===== config.mk =====
export PLATFORM = sky130hd
export DESIGN_NAME = ps2_cmd_sequencer_flat
export DESIGN_NICKNAME = d
export VERILOG_FILES = /design/src/rtl/ps2_cmd_sequencer_pkg.sv /design/src/rtl/ps2_cmd_sequencer_if.sv /design/src/rtl/ps2_cmd_sequencer_timeout.sv /design/src/rtl/ps2_cmd_sequencer.sv /design/src/flat_wrapper.sv
export SDC_FILE = /design/constraint.sdc
export NUM_CORES = 1
export LEC_CHECK = 0
export CAP_MARGIN = 10
export CORE_MARGIN = 10
export CORE_UTILIZATION = 55
export DETAILED_ROUTE_END_ITERATION = 7
export HOLD_SLACK_MARGIN = 0.02
export MAX_ROUTING_LAYER = met4
export PLACE_DENSITY = 0.77
export SLEW_MARGIN = 20
export SYNTH_ARGS = -nofsm -noshare
export SYNTH_HDL_FRONTEND = slang
export SYNTH_HIERARCHICAL = 1
export SYNTH_SLANG_ARGS = --single-unit

===== constraint.sdc =====
create_clock -name clk_i -period 14.3 [get_ports clk_i]
set_clock_uncertainty 0.15 [all_clocks]
set_input_delay 4.29 -clock clk_i [delete_from_list [all_inputs] [get_ports clk_i]]
set_output_delay 4.29 -clock clk_i [all_outputs]
set_load 0.02 [all_outputs]

===== src/rtl/ps2_cmd_sequencer_pkg.sv =====
// Constants and state types shared by the PS/2 host command sequencer and its timer.
package ps2_cmd_sequencer_pkg;

  localparam logic [7:0] CmdReset   = 8'hFF;
  localparam logic [7:0] CmdSetLed  = 8'hED;
  localparam logic [7:0] RspAck     = 8'hFA;
  localparam logic [7:0] RspResend  = 8'hFE;
  localparam logic [7:0] RspBatOk   = 8'hAA;
  localparam logic [7:0] RspBatFail = 8'hFC;

  typedef enum logic [3:0] {
    StRstTx,
    StRstDone,
    StRstAck,
    StWaitBat,
    StIdle,
    StLedCmdTx,
    StLedCmdDone,
    StLedCmdAck,
    StLedArgTx,
    StLedArgDone,
    StLedArgAck,
    StError
  } state_e;

  // Position of a state inside the generic send/complete/acknowledge byte cycle.
  typedef enum logic [1:0] {
    PhTx,
    PhDone,
    PhAck,
    PhOther
  } phase_e;

  function automatic phase_e state_phase(state_e st);
    case (st)
      StRstTx, StLedCmdTx, StLedArgTx:       state_phase = PhTx;
      StRstDone, StLedCmdDone, StLedArgDone: state_phase = PhDone;
      StRstAck, StLedCmdAck, StLedArgAck:    state_phase = PhAck;
      default:                               state_phase = PhOther;
    endcase
  endfunction

  function automatic int unsigned max_u(int unsigned a, int unsigned b);
    return (a > b) ? a : b;
  endfunction

endpackage


===== src/rtl/ps2_cmd_sequencer_if.sv =====
// Byte-level link between the command sequencer and the PS/2 writer/reader pair.
interface ps2_cmd_sequencer_if;

  logic       tx_send;
  logic [7:0] tx_data;
  logic       tx_busy;
  logic       rx_busy;
  logic       rx_valid;
  logic [7:0] rx_data;

  modport master (
    output tx_send,
    output tx_data,
    input  tx_busy,
    input  rx_busy,
    input  rx_valid,
    input  rx_data
  );

  modport slave (
    input  tx_send,
    input  tx_data,
    output tx_busy,
    output rx_busy,
    output rx_valid,
    output rx_data
  );

endinterface


===== src/rtl/ps2_cmd_sequencer_timeout.sv =====
// Saturating cycle counter shared by all waiting states; hit_o flags that limit_i was reached.
module ps2_cmd_sequencer_timeout #(
  parameter int unsigned Width = 8
) (
  input  logic             clk_i,
  input  logic             rst_ni,
  input  logic             clr_i,
  input  logic             en_i,
  input  logic [Width-1:0] limit_i,
  output logic             hit_o
);

  logic [Width-1:0] cnt_q, cnt_d;

  always_comb begin
    cnt_d = cnt_q;
    if (clr_i) begin
      cnt_d = '0;
    end else if (en_i && (cnt_q != '1)) begin
      cnt_d = cnt_q + 1'b1;
    end
  end

  always_ff @(posedge clk_i or negedge rst_ni) begin
    if (!rst_ni) begin
      cnt_q <= '0;
    end else begin
      cnt_q <= cnt_d;
    end
  end

  assign hit_o = en_i && (cnt_q >= limit_i);

endmodule


===== src/rtl/ps2_cmd_sequencer.sv =====
// PS/2 host command sequencer: device reset/BAT handshake, LED updates with ACK/resend
// handling and timeouts, and forwarding of unsolicited device bytes while idle.
module ps2_cmd_sequencer
  import ps2_cmd_sequencer_pkg::*;
#(
  parameter int unsigned AckToCyc = 2_000_000,
  parameter int unsigned BatToCyc = 100_000_000,
  parameter int unsigned TxDoneTo = 1_500_000,
  parameter int unsigned MaxRetry = 3
) (
  input  logic                       clk_i,
  input  logic                       rst_ni,
  ps2_cmd_sequencer_if.master        bus_io,
  input  logic                       led_req_i,
  input  logic [2:0]                 led_val_i,
  output logic                       scan_valid_o,
  output logic [7:0]                 scan_data_o,
  output logic                       ready_o,
  output logic                       led_pend_o,
  output logic                       error_o
);

  localparam int unsigned MaxLimit = max_u(max_u(AckToCyc, BatToCyc), TxDoneTo);
  localparam int unsigned TimerW   = $clog2(MaxLimit + 1);
  localparam int unsigned RetryW   = (MaxRetry > 0) ? $clog2(MaxRetry + 1) : 1;

  state_e              state_q, state_d;
  logic [RetryW-1:0]   retry_q, retry_d;
  logic                seen_busy_q, seen_busy_d;
  logic                tx_send_q, tx_send_d;
  logic [7:0]          tx_data_q, tx_data_d;
  logic                scan_valid_q, scan_valid_d;
  logic [7:0]          scan_data_q, scan_data_d;
  logic                ready_q, ready_d;
  logic                error_q, error_d;
  logic                led_pend_q, led_pend_d;
  logic                led_new_q, led_new_d;
  logic [2:0]          led_val_q, led_val_d;

  phase_e              phase;
  state_e              st_tx, st_done, st_ack, st_ok;
  logic [7:0]          cur_byte;
  logic                retry_bump;
  logic                rx_ack, rx_resend;

  logic                tmr_clr, tmr_en, tmr_hit;
  logic [TimerW-1:0]   tmr_limit;

  assign rx_ack    = bus_io.rx_valid && (bus_io.rx_data == RspAck);
  assign rx_resend = bus_io.rx_valid && (bus_io.rx_data == RspResend);

  // Which byte cycle the current state belongs to, and where that cycle leads.
  always_comb begin
    phase    = state_phase(state_q);
    st_tx    = StRstTx;
    st_done  = StRstDone;
    st_ack   = StRstAck;
    st_ok    = StWaitBat;
    cur_byte = CmdReset;
    case (state_q)
      StLedCmdTx, StLedCmdDone, StLedCmdAck: begin
        st_tx    = StLedCmdTx;
        st_done  = StLedCmdDone;
        st_ack   = StLedCmdAck;
        st_ok    = StLedArgTx;
        cur_byte = CmdSetLed;
      end
      StLedArgTx, StLedArgDone, StLedArgAck: begin
        st_tx    = StLedArgTx;
        st_done  = StLedArgDone;
        st_ack   = StLedArgAck;
        st_ok    = StIdle;
        cur_byte = {5'b0, led_val_q};
      end
      default: ;
    endcase
  end

  always_comb begin
    tmr_en    = 1'b0;
    tmr_limit = '1;
    unique case (phase)
      PhDone: begin
        tmr_en    = 1'b1;
        tmr_limit = TimerW'(TxDoneTo);
      end
      PhAck: begin
        tmr_en    = 1'b1;
        tmr_limit = TimerW'(AckToCyc);
      end
      PhTx: ;
      PhOther: begin
        if (state_q == StWaitBat) begin
          tmr_en    = 1'b1;
          tmr_limit = TimerW'(BatToCyc);
        end
      end
    endcase
  end

  assign tmr_clr = (state_d != state_q);

  ps2_cmd_sequencer_timeout #(
    .Width (TimerW)
  ) u_timeout (
    .clk_i   (clk_i),
    .rst_ni  (rst_ni),
    .clr_i   (tmr_clr),
    .en_i    (tmr_en),
    .limit_i (tmr_limit),
    .hit_o   (tmr_hit)
  );

  always_comb begin
    state_d      = state_q;
    retry_d      = retry_q;
    seen_busy_d  = seen_busy_q;
    tx_send_d    = 1'b0;
    tx_data_d    = tx_data_q;
    scan_valid_d = 1'b0;
    scan_data_d  = scan_data_q;
    retry_bump   = 1'b0;

    unique case (phase)
      PhTx: begin
        if (!bus_io.tx_busy && !bus_io.rx_busy) begin
          tx_send_d   = 1'b1;
          tx_data_d   = cur_byte;
          seen_busy_d = 1'b0;
          state_d     = st_done;
        end
      end
      PhDone: begin
        if (bus_io.tx_busy) begin
          seen_busy_d = 1'b1;
        end
        if (seen_busy_q && !bus_io.tx_busy) begin
          state_d = st_ack;
        end else if (tmr_hit) begin
          retry_bump = 1'b1;
        end
      end
      PhAck: begin
        if (rx_ack) begin
          retry_d = '0;
          state_d = st_ok;
        end else if (rx_resend || tmr_hit) begin
          retry_bump = 1'b1;
        end
      end
      PhOther: begin
        case (state_q)
          StWaitBat: begin
            if (bus_io.rx_valid && (bus_io.rx_data == RspBatOk)) begin
              state_d = StIdle;
            end else if ((bus_io.rx_valid && (bus_io.rx_data == RspBatFail)) || tmr_hit) begin
              state_d = StError;
            end
          end
          StIdle: begin
            if (bus_io.rx_valid) begin
              scan_valid_d = 1'b1;
              scan_data_d  = bus_io.rx_data;
            end
            // A BAT pass while idle means the device was hot-plugged.
            if (bus_io.rx_valid && (bus_io.rx_data == RspBatOk)) begin
              state_d = StRstTx;
            end else if (led_pend_q) begin
              state_d = StLedCmdTx;
            end
          end
          default: ;
        endcase
      end
    endcase

    if (retry_bump) begin
      if (retry_q < RetryW'(MaxRetry)) begin
        retry_d = retry_q + 1'b1;
        state_d = st_tx;
      end else begin
        state_d = StError;
      end
    end
  end

  // led_new tracks requests that arrived after the current SETLED started, so they get
  // another pass instead of being lost when the argument completes.
  always_comb begin
    led_pend_d = led_pend_q;
    led_new_d  = led_new_q;
    led_val_d  = led_val_q;
    if ((state_q == StLedCmdTx) && tx_send_d) begin
      led_new_d = 1'b0;
    end
    if ((state_q == StLedArgAck) && (state_d == StIdle)) begin
      led_pend_d = led_new_q;
    end
    if (led_req_i && (state_q != StError)) begin
      led_pend_d = 1'b1;
      led_new_d  = 1'b1;
      led_val_d  = led_val_i;
    end
  end

  assign ready_d = (state_d == StIdle);
  assign error_d = error_q || (state_d == StError);

  always_ff @(posedge clk_i or negedge rst_ni) begin
    if (!rst_ni) begin
      state_q      <= StRstTx;
      retry_q      <= '0;
      seen_busy_q  <= 1'b0;
      tx_send_q    <= 1'b0;
      tx_data_q    <= '0;
      scan_valid_q <= 1'b0;
      scan_data_q  <= '0;
      ready_q      <= 1'b0;
      error_q      <= 1'b0;
      led_pend_q   <= 1'b0;
      led_new_q    <= 1'b0;
      led_val_q    <= '0;
    end else begin
      state_q      <= state_d;
      retry_q      <= retry_d;
      seen_busy_q  <= seen_busy_d;
      tx_send_q    <= tx_send_d;
      tx_data_q    <= tx_data_d;
      scan_valid_q <= scan_valid_d;
      scan_data_q  <= scan_data_d;
      ready_q      <= ready_d;
      error_q      <= error_d;
      led_pend_q   <= led_pend_d;
      led_new_q    <= led_new_d;
      led_val_q    <= led_val_d;
    end
  end

  assign bus_io.tx_send = tx_send_q;
  assign bus_io.tx_data = tx_data_q;
  assign scan_valid_o   = scan_valid_q;
  assign scan_data_o    = scan_data_q;
  assign ready_o        = ready_q;
  assign led_pend_o     = led_pend_q;
  assign error_o        = error_q;

endmodule


===== src/flat_wrapper.sv =====
// flat-port wrapper written by rule: the top's interface ports become plain ports
module ps2_cmd_sequencer_flat import ps2_cmd_sequencer_pkg::*;
#(
  parameter int unsigned AckToCyc = 2_000_000,
  parameter int unsigned BatToCyc = 100_000_000,
  parameter int unsigned TxDoneTo = 1_500_000,
  parameter int unsigned MaxRetry = 3
)
  (clk_i, rst_ni, led_req_i, led_val_i, scan_valid_o, scan_data_o, ready_o, led_pend_o, error_o, bus_io_tx_send, bus_io_tx_data, bus_io_tx_busy, bus_io_rx_busy, bus_io_rx_valid, bus_io_rx_data);
  ps2_cmd_sequencer_if bus_io_i ();
  input  logic clk_i;
  input  logic rst_ni;
  input  logic led_req_i;
  input  logic [2:0] led_val_i;
  output logic scan_valid_o;
  output logic [7:0] scan_data_o;
  output logic ready_o;
  output logic led_pend_o;
  output logic error_o;
  output wire logic [$bits(bus_io_i.tx_send)-1:0] bus_io_tx_send;
  output wire logic [$bits(bus_io_i.tx_data)-1:0] bus_io_tx_data;
  input wire logic [$bits(bus_io_i.tx_busy)-1:0] bus_io_tx_busy;
  input wire logic [$bits(bus_io_i.rx_busy)-1:0] bus_io_rx_busy;
  input wire logic [$bits(bus_io_i.rx_valid)-1:0] bus_io_rx_valid;
  input wire logic [$bits(bus_io_i.rx_data)-1:0] bus_io_rx_data;
  assign bus_io_tx_send = bus_io_i.tx_send;
  assign bus_io_tx_data = bus_io_i.tx_data;
  assign bus_io_i.tx_busy = bus_io_tx_busy;
  assign bus_io_i.rx_busy = bus_io_rx_busy;
  assign bus_io_i.rx_valid = bus_io_rx_valid;
  assign bus_io_i.rx_data = bus_io_rx_data;
  ps2_cmd_sequencer #(.AckToCyc(AckToCyc), .BatToCyc(BatToCyc), .TxDoneTo(TxDoneTo), .MaxRetry(MaxRetry)) u_core (.clk_i(clk_i), .rst_ni(rst_ni), .bus_io(bus_io_i), .led_req_i(led_req_i), .led_val_i(led_val_i), .scan_valid_o(scan_valid_o), .scan_data_o(scan_data_o), .ready_o(ready_o), .led_pend_o(led_pend_o), .error_o(error_o));
endmodule

==> run metrics, run 1 <==
Final Instance Count excl. Fillers 594; grt ovf 0; layout cells sized above 1 0.103; PD cells 179 nW/um^2; Core Area between 7000 and 8000 um^2; # setup viols final 0; ys flop type dfrtp_1; initial core utilization 0.576; synthesis-to-layout area growth 11.6%; r2r endpoint u_core/u_timeout/cnt_q[6]; Worst R2R Setup Slack roughly 7.9 ns; CP Capture Type flop; status completed; max_slew headroom 0.360; Wirelength per Cell 16.6 um; worst setup margin 6.78 ns; kind of critical path in -> reg; worst-path fanout max 29; fmax 133 MHz; Initial DRC Count between 200 and 300; dpl cells 587; # resized after CTS 0; most frequent cells in the layout dfrtp_1 (56), inv_1 (45), ha_1 (39), nor2_1 (38), clkdlybuf4s50_1 (36); CTS tree yes; first-pass GRT wire length around 17000 um; antenna violations before repair 0; Via Count between 3000 and 4000; commonest non-fill, non-tap cell in the layout dfrtp_1; post-synthesis async set-or-reset flop share 1.00; Gate Count Post-Synth 467; total wire length 9840 um; Synth Warn # 6; DRC 0; Max Cap Viol 0; count of cell types in the netlist 67; worst slack, placed 6.46 ns; R2R depth 26; Mean Syn Cell Area 9.09 um^2; Hold WC Path Type reg -> reg; Max VDD drop 0.0000757 V; die area 11600 um^2; synthesized area 4250 um^2; die height roughly 110 um; Yosys reg bits 56; Global Route Usage Sum 0.182; Seq/Total Area, Yosys 0.330; number of global-route vias before repair 3533; worst path required time 14.36 ns; Die X 108 um; CTS buffer count 5; # diodes 0; largest net degree at the start of global routing 57; Final min period 7.52 ns; DRT antenna net count 0; DR pass1 iterations 4; Final Hold Viols 0; P_leak 2.06 nW; Slew Limit Fails 0; crit path launch type primary input; clk slew on worst S/H paths approximately 0.090 ns; count of input and output buffers 37; Post-CTS Setup Repair Bufs 0; root buffer cell clkbuf_8; gpl congestion 0.957; H-Tree Depth 2; Worst Tran Pin Value between 0.9 and 1 ns; I/O pin cnt 38; CTS Hold Bufs 0; RSZ-0062 raised after global routing false; Worst Path Arrival 7.58 ns; fin nets 551; clock sinks 56; Rows 31; CP startpoint bus_io_rx_data[0]; EDFF count, synth 0; hpwl dp roughly 7600 um; critical path endpoint u_core/u_timeout/cnt_q[6]; Worst-Skew Late Latency around 0.31 ns; period utilization 0.526; Bufs on Longest Clock Path 2; Via density 6.02; setup TNS 0 ns; worst flop-to-flop path startpoint u_core/state_q[0]
## where the power goes
part           total [mW]  internal [mW]  switching (mW)
sequential          0.211          0.184          0.0275
clock              0.0935         0.0433          0.0502
combinational       0.546          0.211           0.335
## worst min-delay path by stage
stage          depth (start not counted)                     start                  endpoint  slack (ns)
2_1_floorplan                          1          u_core/led_new_q          u_core/led_new_q        0.30
3_3_place_gp                           2  u_core/bus_io.tx_data[2]  u_core/bus_io.tx_data[2]        0.31
3_5_place_dp                           2  u_core/bus_io.tx_data[2]  u_core/bus_io.tx_data[2]        0.32
4_1_cts                                2  u_core/bus_io.tx_data[2]  u_core/bus_io.tx_data[2]        0.35
5_1_grt                                1            u_core/error_o            u_core/error_o        0.38
6_report                               2  u_core/bus_io.tx_data[2]  u_core/bus_io.tx_data[2]        0.34
## layout make-up
cell class | instances | area, um^2
clock buffers | 7 | 96.3
fillers | 615 | 2630
inverters | 45 | 169
multi-input cells | 348 | 2570
flip-flops and latches | 56 | 1400
well taps | 99 | 124
repair buffers | 39 | 380
## state kept, by name, indices dropped and copies added (netlist names)
register                flops
u_core/u_timeout/cnt_q     27
u_core/scan_data_o          8
u_core/bus_io.tx_data       5
u_core/state_q              4
u_core/led_val_q            3
u_core/retry_q              2
u_core/bus_io.tx_send       1
u_core/error_o              1
u_core/led_new_q            1
u_core/led_pend_o           1
u_core/ready_o              1
u_core/scan_valid_o         1
u_core/seen_busy_q          1
## cells in the mapped netlist (14+ instances only)
master / instances / area share
dfrtp_1: 56 / 0.33
inv_1: 45 / 0.040
ha_1: 39 / 0.11
nor2_1: 38 / 0.034
nand2_1: 35 / 0.031
a21oi_1: 26 / 0.031
o21ai_0: 17 / 0.020
xnor2_1: 17 / 0.035
nand3_1: 16 / 0.019
mux2_2: 14 / 0.037
nand4_1: 14 / 0.021
## per-layer routing
layer / up-vias / track usage / routed length [um]
li1: 1741 / - / -
met1: 1736 / 0.242 / 4640
met2: 83 / 0.281 / 4570
met3: 13 / 0.0216 / 492
met4: 0 / 0.0592 / 140
met5: - / - / 0
## cell families (layout without fill, tap and decap cells)
family | after synthesis | in the layout | share of synthesized area
flops | 56 | 56 | 0.330
fa+ha+maj | 39 | 39 | 0.115
mux | 21 | 21 | 0.0542
other cells | 1 | 3 | 0.000883
simple gates | 169 | 169 | 0.222
xor+xnor | 17 | 17 | 0.0351
compound gates | 99 | 99 | 0.176
buf+inv | 65 | 91 | 0.0666
## metrics by stage
| stage | hold slack [ns] | util | area [um^2] | total power [mW] |
|---|---|---|---|---|
| final | 0.339 | 0.643 | 4740 | 0.850 |
| after global routing | 0.378 | 0.643 | 4740 | 0.926 |
| after CTS | 0.348 | 0.643 | 4740 | 0.854 |
| after detailed placement | 0.325 | 0.630 | 4640 | 0.757 |
| after global placement | 0.312 | 0.630 | 4640 | 0.737 |
| after floorplan | 0.300 | - | 4250 | 0.607 |
## worst max-delay path: stages
cell and delay (ns):
clkdlybuf4s50_1 0.42, nand3b_1 0.34, nor3_4 0.43, mux2_2 0.38, a2111oi_1 0.55, a211oi_2 0.17
xnor2_1 0.18, nand4_1 0.09, buf_4 0.30, nand2b_1 0.16, a21oi_1 0.04, a31o_2 0.22
Note: power is estimated with default switching activity, not from simulation.
==> inputs of run 2 (changes only) <==
--- a/config.mk
+++ b/config.mk
@@ -7,7 +7,7 @@
 export LEC_CHECK = 0
 export CAP_MARGIN = 10
 export CORE_MARGIN = 10
-export CORE_UTILIZATION = 55
+export CORE_UTILIZATION = 53
 export DETAILED_ROUTE_END_ITERATION = 7
 export HOLD_SLACK_MARGIN = 0.02
 export MAX_ROUTING_LAYER = met4
==> constraint.sdc (replaced) <==
create_clock -name clk_i -period 6.8 [get_ports clk_i]
set_clock_uncertainty 0.15 [all_clocks]
set_input_delay 2.04 -clock clk_i [delete_from_list [all_inputs] [get_ports clk_i]]
set_output_delay 2.04 -clock clk_i [all_outputs]
set_load 0.02 [all_outputs]
==> run 2 against run 1 <==
Effect of this change:
- critical path depth rose by 13
- largest cell class unchanged
- combinational power rose by 120%
- total power rose by 110%
- sequential cell count did not move
- clock power rose by 110%
- largest power group unchanged
- critical endpoint is now u_core/u_timeout/cnt_q[23]
- hold slack got worse by 0.0013 ns
==> run metrics, run 2 (same netlist as run 1, synthesis figures left out) <==
status completed; Final min period 6.31 ns; hold path depth 2 (unchanged); H-Tree Depth 2 (unchanged); crit path launch type flop; commonest non-fill, non-tap cell in the layout dfrtp_1; I/O pin cnt 38 (unchanged); sequential power share 0.233 (-0.015); Core Area 7770 um^2 (+5.4%); Global Route Usage Sum 0.186 (+0.00402); Die X 110 um (+1.5%); max_slew headroom 0.377 (+0.0171); Rows 32 (+3.2%); Via density 6.04 (+0.44%); Sw Share 0.486 (+0.00111); Clock Power Share 0.105 (-0.005); die height 110 um (+1.5%); number of global-route vias before repair 3619 (+2.4%); Fin Hold WS 0.338 ns (-0.00132 ns); kind of critical path reg -> reg; Bufs on Longest Clock Path 2 (unchanged); DRT antenna net count 0 (unchanged); Worst-Skew Late Latency 0.31 ns (about the same); antenna violations before repair 0 (unchanged); Initial DRC Count 152 (-48%); worst setup margin 0.494 ns (-6.28 ns); RSZ-0062 raised after global routing false; DRC 0 (unchanged); FF+latch area 1400 um^2 (unchanged); setup TNS 0 ns (unchanged); hpwl dp 7880 um (+4.3%); synthesis-to-layout area growth 13.1%; DR pass1 iterations 5 (+1); Max Cap Viol 0 (unchanged); count of input and output buffers 37 (unchanged); initial core utilization 0.547 (-0.0295); CTS buffer count 5 (unchanged); fmax 159 MHz; dpl cells 593 (+1.0%); period utilization 0.927; placed inst area 4670 um^2 (+0.57%); Final Instance Count excl. Fillers 605 (+1.9%); # diodes 0 (unchanged); total wire length 10300 um (+4.9%); Final Hold Viols 0 (unchanged); most frequent cells in the layout dfrtp_1 (56), inv_1 (45), ha_1 (39), nor2_1 (38), clkdlybuf4s50_1 (36); gpl congestion 0.879 (-8.1%); final instance area 4800 um^2 (+1.3%); worst-path fanout max 14 (-52%); first-pass GRT wire length 17700 um (+3.1%); die area 12000 um^2 (+3.1%); Largest Register u_core/u_timeout/cnt_q; P_leak 2.09 nW (+1.5%); Pint 0.940 mW (+110%); Hold WC Path Type reg -> reg; R2R depth 25 (-3.8%); worst path required time 6.91 ns (-7.45 ns); grt ovf 0 (unchanged); Wirelength per Cell 17.1 um (+3.0%); layout cells sized above 1 0.115 (+0.0123); area of the multi-input gates 2580 um^2 (+0.29%); clk slew on worst S/H paths 0.10 ns (about the same); Via Count 3655 (+2.3%); Worst Path Arrival 6.41 ns (-1.17 ns); worst slack, placed 0.436 ns (-6.03 ns); Slew Limit Fails 0 (unchanged); # setup viols final 0 (unchanged); Psw 0.888 mW (+120%); Comb pwr share 0.662 (+0.020); PD cells 381 nW/um^2 (+110%); root buffer cell clkbuf_8; Worst Tran Pin Value 0.928 ns (-0.0255 ns); fin nets 558 (+1.3%); max FFs per register 27 (unchanged); largest net degree at the start of global routing 57 (unchanged); clock sinks 56 (unchanged); CP Capture Type flop; Max VDD drop 0.000154 V (+100%); CTS tree yes; # fillers 687 (+12%)
## run 2: cell types whose count changed in the layout (fill, tap and decap cells not counted)
cell        before  now
a211oi_4         0    1
buf_4            2    9
clkbuf_8         7    6
clkinvlp_4       0    1
a211oi_2         4    3
clkbuf_1         0    1
## run 2: metal layers
metal  global-route usage  part of all wire  vias up
met5                    -                 0        -
met4               0.0604             0.017        0
met3               0.0269             0.044       16
met2                0.310              0.50       83
met1                0.227              0.44     1795
li1                     -                 -     1761
## run 2: metrics by stage
stage	util	power, mW
final	0.618	1.83
after global routing	0.618	1.99
after CTS	0.613	1.81
after detailed placement	0.601	1.62
after global placement	0.601	1.57
after floorplan	-	1.28
## run 2: cell type report
type	instances	share of cell area
clock buffers	7	0.0180
multi-input cells	348	0.537
well taps	102	0.0266
flip-flops and latches	56	0.292
clock inverters	1	0.00156
inverters	45	0.0352
repair buffers	46	0.0902
## run 2: path summary, 6_finish.rpt
check	from	to	slack [ns]
worst max-delay path	u_core/state_q[0]	u_core/u_timeout/cnt_q[23]	0.49
worst min-delay path	u_core/bus_io.tx_data[0]	u_core/bus_io.tx_data[0]	0.34
worst max register to register	u_core/state_q[0]	u_core/u_timeout/cnt_q[23]	0.49
worst min register to register	u_core/bus_io.tx_data[0]	u_core/bus_io.tx_data[0]	0.34
max in group asynchronous	rst_ni	u_core/u_timeout/cnt_q[12]	4.32
min in group asynchronous	rst_ni	u_core/bus_io.tx_data[0]	1.70
## run 2: critical path, cell delays in order, from the launching register on
cell and delay (ns):
dfrtp_1 0.57, inv_1 0.15, ha_1 0.31, nor3_1 0.22
a21o_1 0.24, inv_1 0.09, ha_1 0.31, a21oi_1 0.28
inv_1 0.20, or3_1 0.34, inv_1 0.08, ha_1 0.15
nand4_1 0.11, nor3_1 0.31, nand3_1 0.12, o2bb2ai_1 0.16
a31o_2 0.15, a31oi_1 0.19, a211oi_4 0.42, a211oi_1 0.13
a211oi_2 0.47, xnor2_1 0.17, nand4_1 0.31, buf_4 0.31
nor2b_1 0.12, mux2_2 0.15
## run 2: power by group through the flow
stage | clock (mW) | sequential, mW | combinational [mW]
finish | 0.192 | 0.426 | 1.21
global route | 0.211 | 0.435 | 1.35
CTS | 0.200 | 0.426 | 1.19
detailed placement | 0 | 0.433 | 1.18
global placement | 0 | 0.429 | 1.14
floorplan | 0 | 0.469 | 0.808
## run 2: what timing repair did
action | in CTS | in global routing
resized for setup | 0 | 1
buffers inserted | 0 | 4
hold buffers | 0 | 0
setup endpoints to repair | 0 | 23
